`src/rtl/rf_writeback_arbiter.sv`:
```
// ---------------------------------------------------------------------------
// rf_writeback_arbiter
//
// Write-side front end of the integer register file. Two writeback producers
// share the single register-file write port:
//   src0 : single-cycle ALU path
//   src1 : long-latency LSU/MDU path
// When both are valid in the same cycle, they are granted round-robin. The
// accepted request goes through one registered stage onto rf_we/rf_waddr/
// rf_wdata. A per-register pending scoreboard lets the issue stage stall on
// RAW/WAW hazards, because the register file does no bypassing.
//
// Ports
//   clk, rst_n              clock, synchronous active-low reset
//   src0_valid/rd/data      ALU writeback request; src0_ready = accepted
//   src1_valid/rd/data      LSU/MDU writeback request; src1_ready = accepted
//   issue_valid, issue_rd   destination of an issuing instruction (sets pend)
//   chk_rs1/rs2/rd          issue-stage registers to check
//   busy_rs1/rs2/rd         pending-write status of the checked registers
//   rf_we/rf_waddr/rf_wdata register-file write port (registered)
// ---------------------------------------------------------------------------
module rf_writeback_arbiter #(
  parameter int unsigned XLEN = 32
) (
  input  logic            clk,
  input  logic            rst_n,

  input  logic            src0_valid,
  output logic            src0_ready,
  input  logic [4:0]      src0_rd,
  input  logic [XLEN-1:0] src0_data,

  input  logic            src1_valid,
  output logic            src1_ready,
  input  logic [4:0]      src1_rd,
  input  logic [XLEN-1:0] src1_data,

  input  logic            issue_valid,
  input  logic [4:0]      issue_rd,

  input  logic [4:0]      chk_rs1,
  input  logic [4:0]      chk_rs2,
  input  logic [4:0]      chk_rd,
  output logic            busy_rs1,
  output logic            busy_rs2,
  output logic            busy_rd,

  output logic            rf_we,
  output logic [4:0]      rf_waddr,
  output logic [XLEN-1:0] rf_wdata
);

  // -------------------------------------------------------------------------
  // Arbitration
  // -------------------------------------------------------------------------
  // last_q holds the index of the source that won the most recent contested
  // cycle. It resets to 1 so that src0 wins the first contest.
  logic last_q, last_d;
  logic contested;
  logic grant0, grant1;

  always_comb begin
    contested = src0_valid & src1_valid;
    grant0    = src0_valid & (~src1_valid | last_q);
    grant1    = src1_valid & (~src0_valid | ~last_q);
    // The tie pointer moves only on contested cycles. An uncontested grant
    // does not count as a turn.
    last_d    = contested ? grant1 : last_q;
  end

  // The output stage drains every cycle, so a grant is always an acceptance.
  assign src0_ready = grant0;
  assign src1_ready = grant1;

  // -------------------------------------------------------------------------
  // Accepted request and output stage
  // -------------------------------------------------------------------------
  logic            acc_valid;
  logic [4:0]      acc_rd;
  logic [XLEN-1:0] acc_data;

  logic            we_q, we_d;
  logic [4:0]      waddr_q, waddr_d;
  logic [XLEN-1:0] wdata_q, wdata_d;

  always_comb begin
    acc_valid = grant0 | grant1;
    acc_rd    = grant1 ? src1_rd   : src0_rd;
    acc_data  = grant1 ? src1_data : src0_data;

    // A write to x0 is acknowledged but never reaches the register file.
    we_d      = acc_valid & (acc_rd != 5'd0);
    // With no acceptance, address and data keep their last values.
    waddr_d   = acc_valid ? acc_rd   : waddr_q;
    wdata_d   = acc_valid ? acc_data : wdata_q;
  end

  assign rf_we    = we_q;
  assign rf_waddr = waddr_q;
  assign rf_wdata = wdata_q;

  // -------------------------------------------------------------------------
  // Pending scoreboard
  // -------------------------------------------------------------------------
  logic [31:0] pend_q, pend_d;
  logic        issue_set;

  always_comb begin
    issue_set = issue_valid & (issue_rd != 5'd0);
    pend_d    = pend_q;
    // The clear happens on the edge that commits the write. From that edge
    // the register file already holds the new value, so readers need no
    // forwarding.
    if (we_q) begin
      pend_d[waddr_q] = 1'b0;
    end
    // A new issue to the same register on the same edge takes precedence
    // over the clear.
    if (issue_set) begin
      pend_d[issue_rd] = 1'b1;
    end
    pend_d[0] = 1'b0;
  end

  // pend_q[0] is held at zero, so index 0 always reads as not busy.
  assign busy_rs1 = pend_q[chk_rs1];
  assign busy_rs2 = pend_q[chk_rs2];
  assign busy_rd  = pend_q[chk_rd];

  // -------------------------------------------------------------------------
  // State
  // -------------------------------------------------------------------------
  always_ff @(posedge clk) begin
    if (!rst_n) begin
      last_q  <= 1'b1;
      we_q    <= 1'b0;
      waddr_q <= 5'd0;
      wdata_q <= '0;
      pend_q  <= 32'd0;
    end else begin
      last_q  <= last_d;
      we_q    <= we_d;
      waddr_q <= waddr_d;
      wdata_q <= wdata_d;
      pend_q  <= pend_d;
    end
  end

endmodule
```
`config.mk`:
```
export PLATFORM = sky130hd
export DESIGN_NAME = rf_writeback_arbiter
export DESIGN_NICKNAME = d
export VERILOG_FILES = /design/src/rtl/rf_writeback_arbiter.sv
export SDC_FILE = /design/constraint.sdc
export NUM_CORES = 1
export LEC_CHECK = 0
export BUFFER_PORTS_ARGS = -buffer_cell sky130_fd_sc_hd__buf_2
export CAP_MARGIN = 20
export CORE_MARGIN = 2
export CORE_UTILIZATION = 46
export DETAILED_ROUTE_END_ITERATION = 10
export PLACE_DENSITY = 0.87
export SYNTH_ARGS = -nofsm -noshare
export SYNTH_HDL_FRONTEND = slang
export SYNTH_SLANG_ARGS = --single-unit
export TNS_END_PERCENT = 10
```
`constraint.sdc`:
```
create_clock -name clk -period 1.3 [get_ports clk]
set_clock_uncertainty 0.1 [all_clocks]
set_input_delay 0 -clock clk [delete_from_list [all_inputs] [get_ports clk]]
set_output_delay 0 -clock clk [all_outputs]
set_load 0.1 [all_outputs]
```
==> results summary <==
The flow ran to the end, but the final reports show violations. The final reports fail on setup timing. The switching power is 2.48 mW. The number of failing hold endpoints at the final stage was 0.

In the final design database the tool counted 836 nets. The hold-critical path depth came out at 5. The worst setup path is launched from a flop. The tool flagged a number of max-cap violations equal to 0. The net count of the mapped netlist came out at 595. The total power divided by cell area came out at 1040 nW/um^2. In the detailed route, the total length drawn on met3 is 1890 um. Detailed placement finished with a half-perimeter wire length of 9610 um. The number of cells in the design after placement came out at 752.

In this run, distinct cell masters in the synthesized netlist total 37. The initial antenna violation count came out at 1. The overall track demand over capacity in global routing came out at approximately a third.

The relative contribution of sequential cells to total power is 36.1%. The number of detailed-route iterations in the first pass is 6. The library cell with the highest instance count after synthesis is a21oi_1. After synthesis, the cell types taking the most area are dfxtp_1, a21oi_1, o21ai_0.

The detailed router placed 5380 vias in this run. After routing the design area is 6330 um^2. Clock-pin slew was measured on the worst setup and hold paths at 0.07 ns. The top cell type by total area after synthesis is dfxtp_1. The clock network fraction of design power is 28.7%.

The share of the clock period used by the worst path is 144%. The cell at the root of the clock tree is clkbuf_8. The critical path in this run is classified as reg -> out. The number of flops mapped to enable cells by yosys is 0. The cell count after synthesis came out at 496. The final count of negative-setup-slack endpoints came out at 10.

The max-slew violation count is 0. In the detailed route, the total length drawn on met2 is between 8000 and 9000 um. The maximum buffer depth of the clock tree is 2. The highest net fanout along the worst path is 4. The number of buffer and inverter instances along the worst setup path came out at 1.

After floorplanning, the core was sized to cover 8680 um^2. At the worst endpoint, the arrival time is about 1.8 ns. After floorplanning, the core was divided into 34 placement rows.

The critical path's largest stage delay is around 0.47 ns. In the synthesized netlist, the cells that appear most often are a21oi_1, dfxtp_1, o21ai_0. Data on the critical path is required at its endpoint by 1.20 ns. The highest clock frequency the design can meet came out at 0.533 GHz.

Setup repair after global routing could not meet its margin everywhere. During synthesis, Yosys emitted a total of 0 warnings. The detailed router used layers up to and including met4. The mean number of vias per cell is 6.32.

In this run the vertical extent of the chip is 98.3 um. The number of standard cells in the layout, taps in and fillers out came out at 851. Clock latency on the worst-skew pair, taken at its later pin, is 0.35 ns.

The top cell type by area accounts for 34.2% of the synthesized area. The clock tree synthesis step divided the H-tree into 3 levels. The detailed router put a total of 6210 um of wire on met1.

The maximum vdd ir drop is 828 uV. The share of synthesized area occupied by flip-flops and latches came out at 34.2%. The total of flip-flops plus latches after synthesis came out at 70. The pin count of the biggest net entering global routing is 35. The critical path depth is 5. The critical path goes through mux4_2, nand2b_4, o2111ai_2, nand4_1, buf_12.

The area overhead of the layout relative to synthesis is 54.6%. The fraction of registers with async set or reset after synthesis came out at 0%. The post-layout minimum cycle time came out at between 1.5 and 2 ns. The worst-case headroom to the max-slew limit is 66.0%. The first-pass GRT wire length is 25900 um. The effective utilization at floorplan came out at 47.2%.

The routed length per instance came out at ~21 um. The worst hold path belongs to the class in -> reg. Among all flip-flop cells after synthesis, the most frequent one is dfxtp_1. The count of port buffers added during placement came out at 141. The last weighted congestion value of the routability-driven placer is 0.947. The number of buffers created by CTS is 9.

The fraction of power spent switching nets is 37.8%. TritonCTS built the clock tree. The area of the mapped netlist came out at 4090 um^2. The worst setup path is captured at an output pin. The internal power is 4.08 mW. The sum of routed wire length over all layers came out at roughly 18000 um. The number of cells traversed by the worst register-to-register path came out at 5. Cells with a size suffix above 1 make up 32.1% of the layout. The initial DRC count is 556. The relative contribution of combinational cells to total power came out at 35.2%. The number of global-route vias before repair was 5402. The final routed DRC violation total is 0. On the critical path the largest part of the delay comes from multiplexers. The per-instance average area after synthesis is between 8 and 9 um^2. In this run the static leakage power is roughly 2.7 nW. The count of pins on the block boundary came out at about 140. The placed instances occupy a cell area of around 5200 um^2.

The cell at the slowest stage of the critical path is mux4_2. The post-route worst setup slack is -0.576 ns. The area of the die came out at 9670 um^2. The actual transition at the worst max-transition pin came out at slightly above 0.5 ns. The clock net in this run drives a total of 70 sinks. The total congestion overflow is 0.

The die span in x is slightly below 100 um. In this run the remaining antenna-violating nets after routing total 0.
==> what timing repair did <==
item | 4_1_cts | 5_1_grt
hold buffers | 82 | 0
endpoints found under the hold margin | 52 | 0
pin swaps | 3 | 1
gates resized for setup | 24 | 24
setup endpoints to repair | 8 | 34
buffers inserted | 0 | 0
==> worst reg2reg max path, stage by stage, from the launching register on <==
cell and delay, ns:
dfxtp_2 0.34, nand2b_4 0.15, nand2_4 0.10, buf_8 0.16, o221ai_1 0.15, a21oi_1 0.26
==> final timing paths <==
kind	start	endpoint	slack, ns
setup / recovery	pend_q[23]	busy_rd	-0.58
hold / removal	issue_rd[0]	pend_q[10]	0.02
setup reg to reg	last_q	rf_wdata[4]	-0.07
hold reg to reg	pend_q[21]	pend_q[21]	0.41
==> sequential cells by signal (all words and copies together) (netlist names) <==
signal and cells:
rf_wdata 32, pend_q 31, rf_we 1, rf_waddr 5, last_q 1
==> logic make-up after synthesis <==
family	Yosys count	share of synthesized area (%)
muxes	37	12.1
DFF	70	34.2
AOI/OAI and AO/OA	193	28.0
and+or+nand+nor	149	19.5
buffers and inverters	47	6.20
==> cells in the final DEF, fill, tap and decap left out, types with 16 or more instances in the layout <==
cell           Yosys  final
nand3_1           18     18
dlygate4sd3_1      0     82
mux2i_1           28     28
nor2_1            16     16
dfxtp_1           70     57
nand2b_1          32     31
a21oi_1           75     74
nand2_1           45     43
buf_2              5    131
buf_4              5     43
o221ai_1          32     29
o21ai_0           65     53
==> layer usage <==
| metal | up-vias | track usage (%) |
|---|---|---|
| met5 | - | 0 |
| met1 | 2434 | 37.3 |
| met3 | 147 | 6.37 |
| met2 | 460 | 55.0 |
| met4 | 0 | 23.9 |
| li1 | 2339 | - |
==> power groups by stage <==
stage	Combinational, mW	Clock, mW	Sequential (mW)
6_report	2.31	1.88	2.36
5_1_grt	2.38	1.97	2.37
4_1_cts	2.16	1.87	2.34
3_5_place_dp	1.92	0	2.39
3_3_place_gp	1.89	0	2.38
2_1_floorplan	0.682	0	3.09
==> final cells by class <==
type,count,area (um^2)
multi-input combinational,379,2500
fill,572,2350
timing repair buffer,270,2030
sequential,70,1430
tap,108,135
clock buffer,10,128
clock inverter,5,75.1
inverter,7,28.8
antenna,2,5.00
==> metrics by stage <==
step	util, %	TNS (ns)	total power [mW]	hold WS, ns	worst slack [ns]
final	72.9	-1.86	6.56	0.0220	-0.576
after global routing	72.9	-2.69	6.72	0.0271	-0.618
after CTS	72.1	-1.94	6.37	0.00880	-0.567
after detailed placement	59.5	-0.781	4.31	0.206	-0.302
after global placement	59.5	-0.708	4.27	0.206	-0.269
after floorplan	-	-11.14	3.78	0.0709	-0.690
(Power assumes the default switching activity.)
